<file path="config.mk">
export PLATFORM = sky130hd
export DESIGN_NAME = rs232_tx_buf_flat
export DESIGN_NICKNAME = d
export VERILOG_FILES = /design/src/rtl/uart_pkg.sv /design/src/rtl/rs232_tx_buf_if.sv /design/src/rtl/sync_fifo.sv /design/src/rtl/rs232_tx_buf.sv /design/src/flat_wrapper.sv
export SDC_FILE = /design/constraint.sdc
export NUM_CORES = 1
export LEC_CHECK = 0
export ABC_CLOCK_PERIOD_IN_PS = 2100
export CAP_MARGIN = 30
export CORE_UTILIZATION = 34
export CTS_CLUSTER_SIZE = 25
export DETAILED_ROUTE_END_ITERATION = 7
export SKIP_LAST_GASP = 1
export SLEW_MARGIN = 25
export SYNTH_ARGS = -nofsm -noshare
export SYNTH_HDL_FRONTEND = slang
export SYNTH_SLANG_ARGS = --single-unit
</file>
<file path="constraint.sdc">
create_clock -name sys_clk -period 2.1 [get_ports sys_clk]
set_input_delay 0.42 -clock sys_clk [delete_from_list [all_inputs] [get_ports sys_clk]]
set_output_delay 0.42 -clock sys_clk [all_outputs]
set_load 0.02 [all_outputs]
</file>
<file path="src/rtl/uart_pkg.sv">
// Shared 8N1 UART definitions used by both the transmit and receive sides.
package uart_pkg;

  // Frame sequencing states shared by the serializer FSMs.
  typedef enum logic [1:0] {
    IDLE  = 2'd0,
    START = 2'd1,
    DATA  = 2'd2,
    STOP  = 2'd3
  } uart_state_t;

  // 8N1 framing.
  localparam int   UART_DATA_BITS  = 8;
  localparam int   UART_STOP_BITS  = 1;
  localparam logic UART_IDLE_LEVEL = 1'b1;

  // Clock cycles per bit period.
  function automatic int baud_cnt_max(input int clk_freq, input int uart_bps);
    return clk_freq / uart_bps;
  endfunction

endpackage

</file>
<file path="src/rtl/rs232_tx_buf_if.sv">
// Producer-facing bundle of the buffered RS232 transmitter.
//
// Handshake: pi_flag is the valid strobe and ~fifo_full is the ready. A byte
// transfers on a rising edge where pi_flag=1 and fifo_full=0. The producer never
// holds pi_flag waiting for ready: a strobe seen while fifo_full=1 is dropped and
// answered with a one-cycle ovf_flag pulse. pi_data is only looked at on a
// transferring edge.
interface rs232_tx_buf_if;
  logic [7:0] pi_data;
  logic       pi_flag;
  logic       tx;
  logic       fifo_full;
  logic       tx_busy;
  logic       ovf_flag;

  modport master (
    output pi_data, pi_flag,
    input  tx, fifo_full, tx_busy, ovf_flag
  );

  modport slave (
    input  pi_data, pi_flag,
    output tx, fifo_full, tx_busy, ovf_flag
  );
endinterface

</file>
<file path="src/rtl/sync_fifo.sv">
// Single-clock FIFO with registered full/empty flags.
// Pointers and count carry one extra bit so full and empty are distinguishable.
module sync_fifo #(
  parameter int WIDTH = 8,
  parameter int DEPTH = 16
) (
  input  logic             clk,
  input  logic             rst_n,
  input  logic             push,
  input  logic [WIDTH-1:0] push_data,
  input  logic             pop,
  output logic [WIDTH-1:0] pop_data,
  output logic             full,
  output logic             empty
);
  localparam int AW = $clog2(DEPTH);

  logic [WIDTH-1:0] mem [DEPTH];
  logic [AW:0]      wr_ptr, rd_ptr, count, count_d;
  logic             full_q, empty_q;
  logic             do_push, do_pop;

  // Qualify requests against the registered flags only.
  always_comb begin
    do_push = push && !full_q;
    do_pop  = pop && !empty_q;
    count_d = count;
    if (do_push && !do_pop) count_d = count + 1'b1;
    else if (do_pop && !do_push) count_d = count - 1'b1;
  end

  // Storage array; written on accepted pushes, no reset needed.
  always_ff @(posedge clk) begin
    if (do_push) mem[wr_ptr[AW-1:0]] <= push_data;
  end

  // Pointers, occupancy and flags.
  always_ff @(posedge clk or negedge rst_n) begin
    if (!rst_n) begin
      wr_ptr  <= '0;
      rd_ptr  <= '0;
      count   <= '0;
      full_q  <= 1'b0;
      empty_q <= 1'b1;
    end else begin
      if (do_push) wr_ptr <= wr_ptr + 1'b1;
      if (do_pop)  rd_ptr <= rd_ptr + 1'b1;
      count   <= count_d;
      full_q  <= (count_d == (AW+1)'(DEPTH));
      empty_q <= (count_d == '0);
    end
  end

  assign pop_data = mem[rd_ptr[AW-1:0]];
  assign full     = full_q;
  assign empty    = empty_q;

endmodule

</file>
<file path="src/rtl/rs232_tx_buf.sv">
// Buffered 8N1 RS232 transmitter: queues producer bytes in a FIFO and sends
// them LSB first, back-to-back, on a registered tx line.
module rs232_tx_buf
  import uart_pkg::*;
#(
  parameter int UART_BPS   = 9600,
  parameter int CLK_FREQ   = 50_000_000,
  parameter int FIFO_DEPTH = 16
) (
  input  logic        sys_clk,
  input  logic        sys_rst_n,
  rs232_tx_buf_if.slave bus,
  output uart_state_t dbg_state
);
  localparam int BAUD_CNT_MAX = baud_cnt_max(CLK_FREQ, UART_BPS);
  localparam int BCW = (BAUD_CNT_MAX > 1) ? $clog2(BAUD_CNT_MAX) : 1;
  localparam logic [BCW-1:0] BAUD_LAST = BCW'(BAUD_CNT_MAX - 1);
  localparam logic [2:0]     LAST_BIT  = 3'(UART_DATA_BITS - 1);

  uart_state_t    state_q, state_d;
  logic [BCW-1:0] baud_q, baud_d;
  logic [2:0]     bit_q, bit_d;
  logic [7:0]     shift_q, shift_d;
  logic           tx_q, tx_d;
  logic           busy_q, ovf_q;
  logic           pop, fifo_empty, fifo_full, baud_end;
  logic [7:0]     pop_data;

  sync_fifo #(.WIDTH(8), .DEPTH(FIFO_DEPTH)) u_fifo (
    .clk       (sys_clk),
    .rst_n     (sys_rst_n),
    .push      (bus.pi_flag),
    .push_data (bus.pi_data),
    .pop       (pop),
    .pop_data  (pop_data),
    .full      (fifo_full),
    .empty     (fifo_empty)
  );

  assign baud_end = (baud_q == BAUD_LAST);

  // Next-state, pop request and next line level; the baud counter restarts on
  // every state entry so each bit is exactly one full baud period.
  always_comb begin
    state_d = state_q;
    shift_d = shift_q;
    tx_d    = tx_q;
    bit_d   = bit_q;
    pop     = 1'b0;
    case (state_q)
      IDLE: begin
        if (!fifo_empty) begin
          pop     = 1'b1;
          state_d = START;
          shift_d = pop_data;
          tx_d    = 1'b0;
        end
      end
      START: begin
        if (baud_end) begin
          state_d = DATA;
          tx_d    = shift_q[0];
          bit_d   = '0;
        end
      end
      DATA: begin
        if (baud_end) begin
          if (bit_q == LAST_BIT) begin
            state_d = STOP;
            tx_d    = UART_IDLE_LEVEL;
          end else begin
            shift_d = {1'b0, shift_q[7:1]};
            tx_d    = shift_q[1];
            bit_d   = bit_q + 1'b1;
          end
        end
      end
      STOP: begin
        if (baud_end) begin
          if (!fifo_empty) begin
            pop     = 1'b1;
            state_d = START;
            shift_d = pop_data;
            tx_d    = 1'b0;
          end else begin
            state_d = IDLE;
          end
        end
      end
      default: state_d = IDLE;
    endcase
    if (state_q == IDLE || state_d != state_q || baud_end) baud_d = '0;
    else baud_d = baud_q + 1'b1;
  end

  // State, counters, shifter and registered outputs.
  always_ff @(posedge sys_clk or negedge sys_rst_n) begin
    if (!sys_rst_n) begin
      state_q <= IDLE;
      baud_q  <= '0;
      bit_q   <= '0;
      shift_q <= '0;
      tx_q    <= UART_IDLE_LEVEL;
      busy_q  <= 1'b0;
      ovf_q   <= 1'b0;
    end else begin
      state_q <= state_d;
      baud_q  <= baud_d;
      bit_q   <= bit_d;
      shift_q <= shift_d;
      tx_q    <= tx_d;
      busy_q  <= (state_d != IDLE);
      ovf_q   <= bus.pi_flag && fifo_full;
    end
  end

  assign bus.tx        = tx_q;
  assign bus.fifo_full = fifo_full;
  assign bus.tx_busy   = busy_q;
  assign bus.ovf_flag  = ovf_q;
  assign dbg_state     = state_q;

endmodule

</file>
<file path="src/flat_wrapper.sv">
// flat-port wrapper written by rule: the top's interface ports become plain ports
module rs232_tx_buf_flat import uart_pkg::*;
#(
  parameter int UART_BPS   = 9600,
  parameter int CLK_FREQ   = 50_000_000,
  parameter int FIFO_DEPTH = 16
)
  (sys_clk, sys_rst_n, dbg_state, bus_pi_data, bus_pi_flag, bus_tx, bus_fifo_full, bus_tx_busy, bus_ovf_flag);
  rs232_tx_buf_if bus_i ();
  input  logic sys_clk;
  input  logic sys_rst_n;
  output uart_state_t dbg_state;
  input wire logic [$bits(bus_i.pi_data)-1:0] bus_pi_data;
  input wire logic [$bits(bus_i.pi_flag)-1:0] bus_pi_flag;
  output wire logic [$bits(bus_i.tx)-1:0] bus_tx;
  output wire logic [$bits(bus_i.fifo_full)-1:0] bus_fifo_full;
  output wire logic [$bits(bus_i.tx_busy)-1:0] bus_tx_busy;
  output wire logic [$bits(bus_i.ovf_flag)-1:0] bus_ovf_flag;
  assign bus_i.pi_data = bus_pi_data;
  assign bus_i.pi_flag = bus_pi_flag;
  assign bus_tx = bus_i.tx;
  assign bus_fifo_full = bus_i.fifo_full;
  assign bus_tx_busy = bus_i.tx_busy;
  assign bus_ovf_flag = bus_i.ovf_flag;
  rs232_tx_buf #(.UART_BPS(UART_BPS), .CLK_FREQ(CLK_FREQ), .FIFO_DEPTH(FIFO_DEPTH)) u_core (.sys_clk(sys_clk), .sys_rst_n(sys_rst_n), .bus(bus_i), .dbg_state(dbg_state));
endmodule
</file>
Word-level counts from Yosys, hierarchy flattened:

Memory sizes are Yosys's and may differ from the RTL's.
Cells that the tools add are included.

* $add $sub $neg: 6
* equal/unequal tests: 11
* mux-type cells: 30
* reduce and logical (&&, ||, !) cells: 19

Operator list (count)
* $mux W8: 4
* $pmux W8 S3: 1
* $add A5 B1 Y5 const B: 3
* $add A13 B1 Y13 const B: 1
* $eq A13 B13 Y1 const B: 1
* $mux W13: 1
* $mux W1: 10
* $mux W2: 5
* $mux W5: 2
* $mux W3: 3
* $pmux W2 S4: 1
* $reduce_and A4 Y1: 2
* $ne A2 B1 Y1 const B: 3
* $pmux W3 S2: 1
* $eq A5 B5 Y1 const B: 1
* $logic_and A1 B1 Y1: 5
* $logic_not A5 Y1: 1
* $sub A5 B1 Y5 const B: 1
* $eq A2 B2 Y1 const B: 2
* $logic_not A1 Y1: 4
* $pmux W1 S4: 1
* $reduce_bool A2 Y1: 2
* $add A3 B1 Y3 const B: 1
* $eq A3 B3 Y1 const B: 1
* 8 further kinds: 9

* register bits after elaboration: 46
* RAM bits: 128
* output and inout bits: 6
* logic and storage cells: 79
* memories kept: 1

Memories
* u_core.u_fifo.mem: words 16, width 8, read ports 1, clocked after Yosys merged registers in 0, wr ports 1, RTL line sync_fifo.sv:18 `logic [WIDTH-1:0] mem [DEPTH];`

Logic depth before layout (Yosys ltp):

* word-level depth: 8
* depth in mapped cells: 9
* mapped depth without buffers: 8

By module:

Synthesis repeated with hierarchy kept, for this count alone.

* cells, all modules: 489
* area total of the unflattened synthesis: 7523.5 um^2

Modules (own cells, without submodules)
* sync_fifo: instances 1, cells each 339, area each 5903.2 um^2, seq. area each 4220.3 um^2
* rs232_tx_buf: instances 1, cells each 150, area each 1620.3 um^2, seq. area each 726.9 um^2

Worst setup path before layout:

OpenSTA, ideal clock, no wires.

* path type: register to register
* from: reg u_core.state_q[0] (netlist: u_core.dbg_state[0])
* to: reg u_core.u_fifo.empty_q (netlist: u_core.u_fifo.empty)
* setup time: 63 ps
* data arrival time: 2442 ps
* required time: 2037 ps
* setup slack: -405 ps
* cell stages (with the launch flop): 9
* buffers on the path: 0
* clock period less this slack: 2505 ps
* cell sequence: dfrtp_1 -> inv_1 -> ha_1 -> or3b_1 -> nor4_4 -> nor2_2 -> or4_1 -> o21ai_1 -> and4b_1

* longest elaborated chain between the ends: 7
* elaborated cells between the ends (all ways): 10
* those cells by class: eq/ne (1); mux (3); reduce/logical (6)

Ends and longest elaborated chain
* from (decl): RTL line rs232_tx_buf.sv:20 `uart_state_t state_q, state_d;`
* from (signal assigned): RTL line rs232_tx_buf.sv:107 `state_q <= state_d;`
* $eq A2 B2 Y1 or $logic_not A2 Y1 (tied branches): RTL line rs232_tx_buf.sv:50 `case (state_q)`
* $pmux W1 S2 *: RTL line rs232_tx_buf.sv:50
* $logic_and A1 B1 Y1 *: RTL line sync_fifo.sv:26 `do_pop = pop && !empty_q;`
* $logic_and A1 B1 Y1 or $logic_not A1 Y1 (tied branches): RTL line sync_fifo.sv:29, sync_fifo.sv:28
* $mux W5 or $logic_and A1 B1 Y1 (tied branches): RTL line sync_fifo.sv:29, sync_fifo.sv:28
* $mux W5 *: RTL line sync_fifo.sv:28 `if (do_push && !do_pop) count_d = count + 1'b1;`
* $logic_not A5 Y1 *: RTL line sync_fifo.sv:50 `empty_q <= (count_d == '0);`
* to (signal assigned): RTL line sync_fifo.sv:50
* to (decl): RTL line sync_fifo.sv:20 `logic full_q, empty_q;`

Every way passes the cells marked *; elsewhere a longest branch is shown, timed or not.
A chain may end at the register's enable or synchronous reset.

Worst setup path after layout:

* from: reg u_core.baud_q[9]
* to: reg u_core.busy_q (netlist: u_core.bus.tx_busy)

* longest elaborated chain between the ends: 4
* elaborated cells between the ends (all ways): 6
* those cells by class: eq/ne (1); mux (4); reduce/logical (1)

Ends and longest elaborated chain
* from (decl): RTL line rs232_tx_buf.sv:21 `logic [BCW-1:0] baud_q, baud_d;`
* from (signal assigned): RTL line rs232_tx_buf.sv:108 `baud_q <= baud_d;`
* $eq A13 B13 Y1 *: RTL line rs232_tx_buf.sv:40 `assign baud_end = (baud_q == BAUD_LAST);`
* $mux W2, on equally long branches: RTL line rs232_tx_buf.sv:79, rs232_tx_buf.sv:60, rs232_tx_buf.sv:67
* $pmux W2 S4 *: RTL line rs232_tx_buf.sv:50
* via u_core.state_d[1]: RTL line rs232_tx_buf.sv:20
* $reduce_bool A2 Y1 *: RTL line rs232_tx_buf.sv:112 `busy_q <= (state_d != IDLE);`
* to (signal assigned): RTL line rs232_tx_buf.sv:112
* to (decl): RTL line rs232_tx_buf.sv:25 `logic busy_q, ovf_q;`

Mark *: on every way through the listed nets, which the timed path passes. The rest lies on a longest branch.

==> reports/results.ini <==
[worst_setup_path]
rrSetupSlack_ns = -0.19
arrival_ns = 2.60
critPathRequiredTime_ns = 2.41
cp-start-kind = flop
critPathKind = reg2reg
cp_max_fo = 3
cp-end-kind = flop

[clocking]
clock_path_buffers = 2
cts_root_buffer = clkbuf_16
h-tree-depth = 4
cts.clk_slew.worst_paths_ns = 0.07
cts_sinks = 172
insertion_delay_ns = 0.43
cts_tree = yes
numCtsBuffers = 17

[yosys]
yosysSeqAreaShare_pct = 67.8
synth_area_leaders = edfxtp_1 (53%), dfrtp_1 (14%), mux4_2 (9.9%)
synth_area_per_cell_um2 = 16.0
async_flop_share_pct = 25.6
synth_area_leader_cell = edfxtp_1
synth_seq_cells = 172
synthFlopType = edfxtp_1
yosys.area.top_type_share_pct = 52.7
synth_area_um2 = 7290
synth_cells = 455
synth_edf_count = 128
synth_nets = 481
synth_cell_type_count = 54
ys.warnings.count = 0

[grt]
grt_pass1_wl_um = 23200
grt_pass1_vias = 4314
grt.total_usage_pct = 14.4
grt_max_degree = 26
overflow = 0
antenna_found_initial = 0

[pwr]
p_seq_share_pct = 39.2
p_clk_share_pct = 26.6
p_sw_mw = 3.68
vdd_drop_max_mv = 0.676
power_mw = 11.6
power_density_nw_per_um2 = 1260
leakagePower_nw = 3.33
switching_share_pct = 31.7
combinationalPowerShare_pct = 34.2
intPower_mw = 7.92

[floorplanning]
die-height_um = 148
rows = 53
io_pins = 17
die_w_um = 148
die_area_um2 = 22000
core_area_um2 = 21000
initial_core_util_pct = 34.7

[sta]
finalSetupViolations = 26
finalMaxSlewViolations = 0
finalHoldViolCount = 0
fin_worst_skew_ns = 0.0189
fin_crit_sh_pct = 109
period_needed_ns = 2.29
rsz0062_at_grt = yes
relSlewSlack_pct = 64.1
fmax_mhz = 436
hold_ws_ns = 0.496
worstMarginPinSlew_ns = 0.536
setup_slack_ns = -0.194

[routing]
routedWlPerCell_um = 17.9
ant_nets = 0
dr.pass1.iters = 4
vias_per_cell = 5.00
route.detailed.drc = 0
vias = 4160
first_iter_violations = 244
wl_um = 14900

[finish]
area_growth_pct = 26.7
final_cell_mix = edfxtp_1 (128), buf_4 (47), dfrtp_1 (39), mux4_2 (32), a21oi_1 (24)
drive_above_1_share_pct = 32.7
layout.nets = 570
n_antenna_cell = 0
mostFrequentLayoutCell = edfxtp_1

[placed_design]
gp_congestion = 0.777
port_buffers = 16
dp_hpwl_um = 9810

[job]
drv_cap = 0

[outcome]
status = finished, violations left
violations = setup timing

[hold_path]
holdCritPathClass = in2async

[per-stage QoR]
stage	utilization [%]	cell area (µm²)	cells	worst slack (ns)	TNS, ns
after floorplan	-	7330	455	-0.202	-1.05
after global placement	40.2	8450	788	-0.160	-1.92
after detailed placement	40.2	8450	788	-0.225	-3.73
after CTS	43.2	9090	825	-0.195	-2.61
after global routing	44.0	9240	832	-0.319	-5.46
final	44.0	9240	832	-0.194	-3.09
[sequential cells by signal, indices dropped and copies added, names as in the netlist]
signal and count:
u_core.u_fifo.mem 128, u_core.baud_q 13, u_core.shift_q 8, u_core.u_fifo.count 5, u_core.u_fifo.rd_ptr 4, u_core.u_fifo.wr_ptr 4
u_core.bit_q 3, u_core.dbg_state 2, u_core.bus.ovf_flag 1, u_core.bus.tx 1, u_core.bus.tx_busy 1, u_core.u_fifo.empty 1
u_core.u_fifo.full 1
[path summary, 6_finish.rpt]
check	from	end	depth (start not counted)
max in group asynchronous	sys_rst_n	u_core.dbg_state[1]	3
max reg2reg	u_core.baud_q[9]	u_core.bus.tx_busy	6
max	u_core.baud_q[9]	u_core.bus.tx_busy	6
min in group sys_clk	u_core.bus.tx	u_core.bus.tx	2
min reg2reg	u_core.bus.tx	u_core.bus.tx	2
min	sys_rst_n	u_core.baud_q[9]	2
[repair_timing]
action	in CTS	in global routing
gates cloned	0	1
hold endpoints to repair	19	0
setup endpoints to repair	22	37
buffers inserted	5	8
gates resized for setup	6	28
pin swaps	7	13
hold buffers	1	0
[synthesized netlist by cell type (all sizes together) (2+ instances only)]
cell,n
edfxtp,128
dfrtp,42
nor2,35
mux4,32
a21oi,25
and2,19
nand2,17
ha,15
a22oi,14
o21ai,14
clkbuf,13
xnor2,11
inv,10
xor2,10
nor3,8
and3,6
buf,6
nand3,5
nor2b,5
a22o,4
mux2,3
nand4,3
a2111oi,2
a32oi,2
dfstp,2
nand2b,2
nor3b,2
or2,2
[worst max-delay path: stages (launching register included)]
cell       delay (ns)
dfrtp_1          0.39
or4b_4           0.56
or3_4            0.41
a2111oi_4        0.36
buf_4            0.18
a2111oi_2        0.04
or2_1            0.23
[power by group through the flow]
| stage | logic [mW] | clock network (mW) | registers [mW] |
|---|---|---|---|
| after detailed placement | 3.73 | 0 | 4.61 |
| after global routing | 4.33 | 3.29 | 4.61 |
| after CTS | 3.80 | 3.15 | 4.54 |
| final | 3.97 | 3.09 | 4.54 |
| after floorplan | 2.39 | 0 | 4.52 |
| after global placement | 3.65 | 0 | 4.57 |
[final cells by class]
type,instances,area (µm²)
inverter,10,42.5
clock inverter,15,151
fill,1829,11800
tap,275,344
multi-input combinational,254,2330
clock buffer,17,425
sequential,172,4950
timing repair buffer,89,997
[logic make-up (layout without fill, tap and decap cells)]
kind of cell / count (synthesis) / after routing / share of synthesized area (%)
compound gates: 67 / 67 / 6.06
xor+xnor: 21 / 21 / 2.62
fa+ha+maj: 15 / 15 / 2.57
buf+inv: 29 / 131 / 1.77
flops: 172 / 172 / 67.8
mux: 36 / 36 / 10.5
simple gates: 115 / 115 / 8.66
[metal layers]
layer	up-vias	part of all wire (%)	GRT usage, %
met5	-	0	0
met4	0	1.3	5.21
met3	13	5.0	3.10
met2	83	52	24.6
met1	2140	41	17.8
li1	1924	-	-
(Power assumes the default switching activity.)
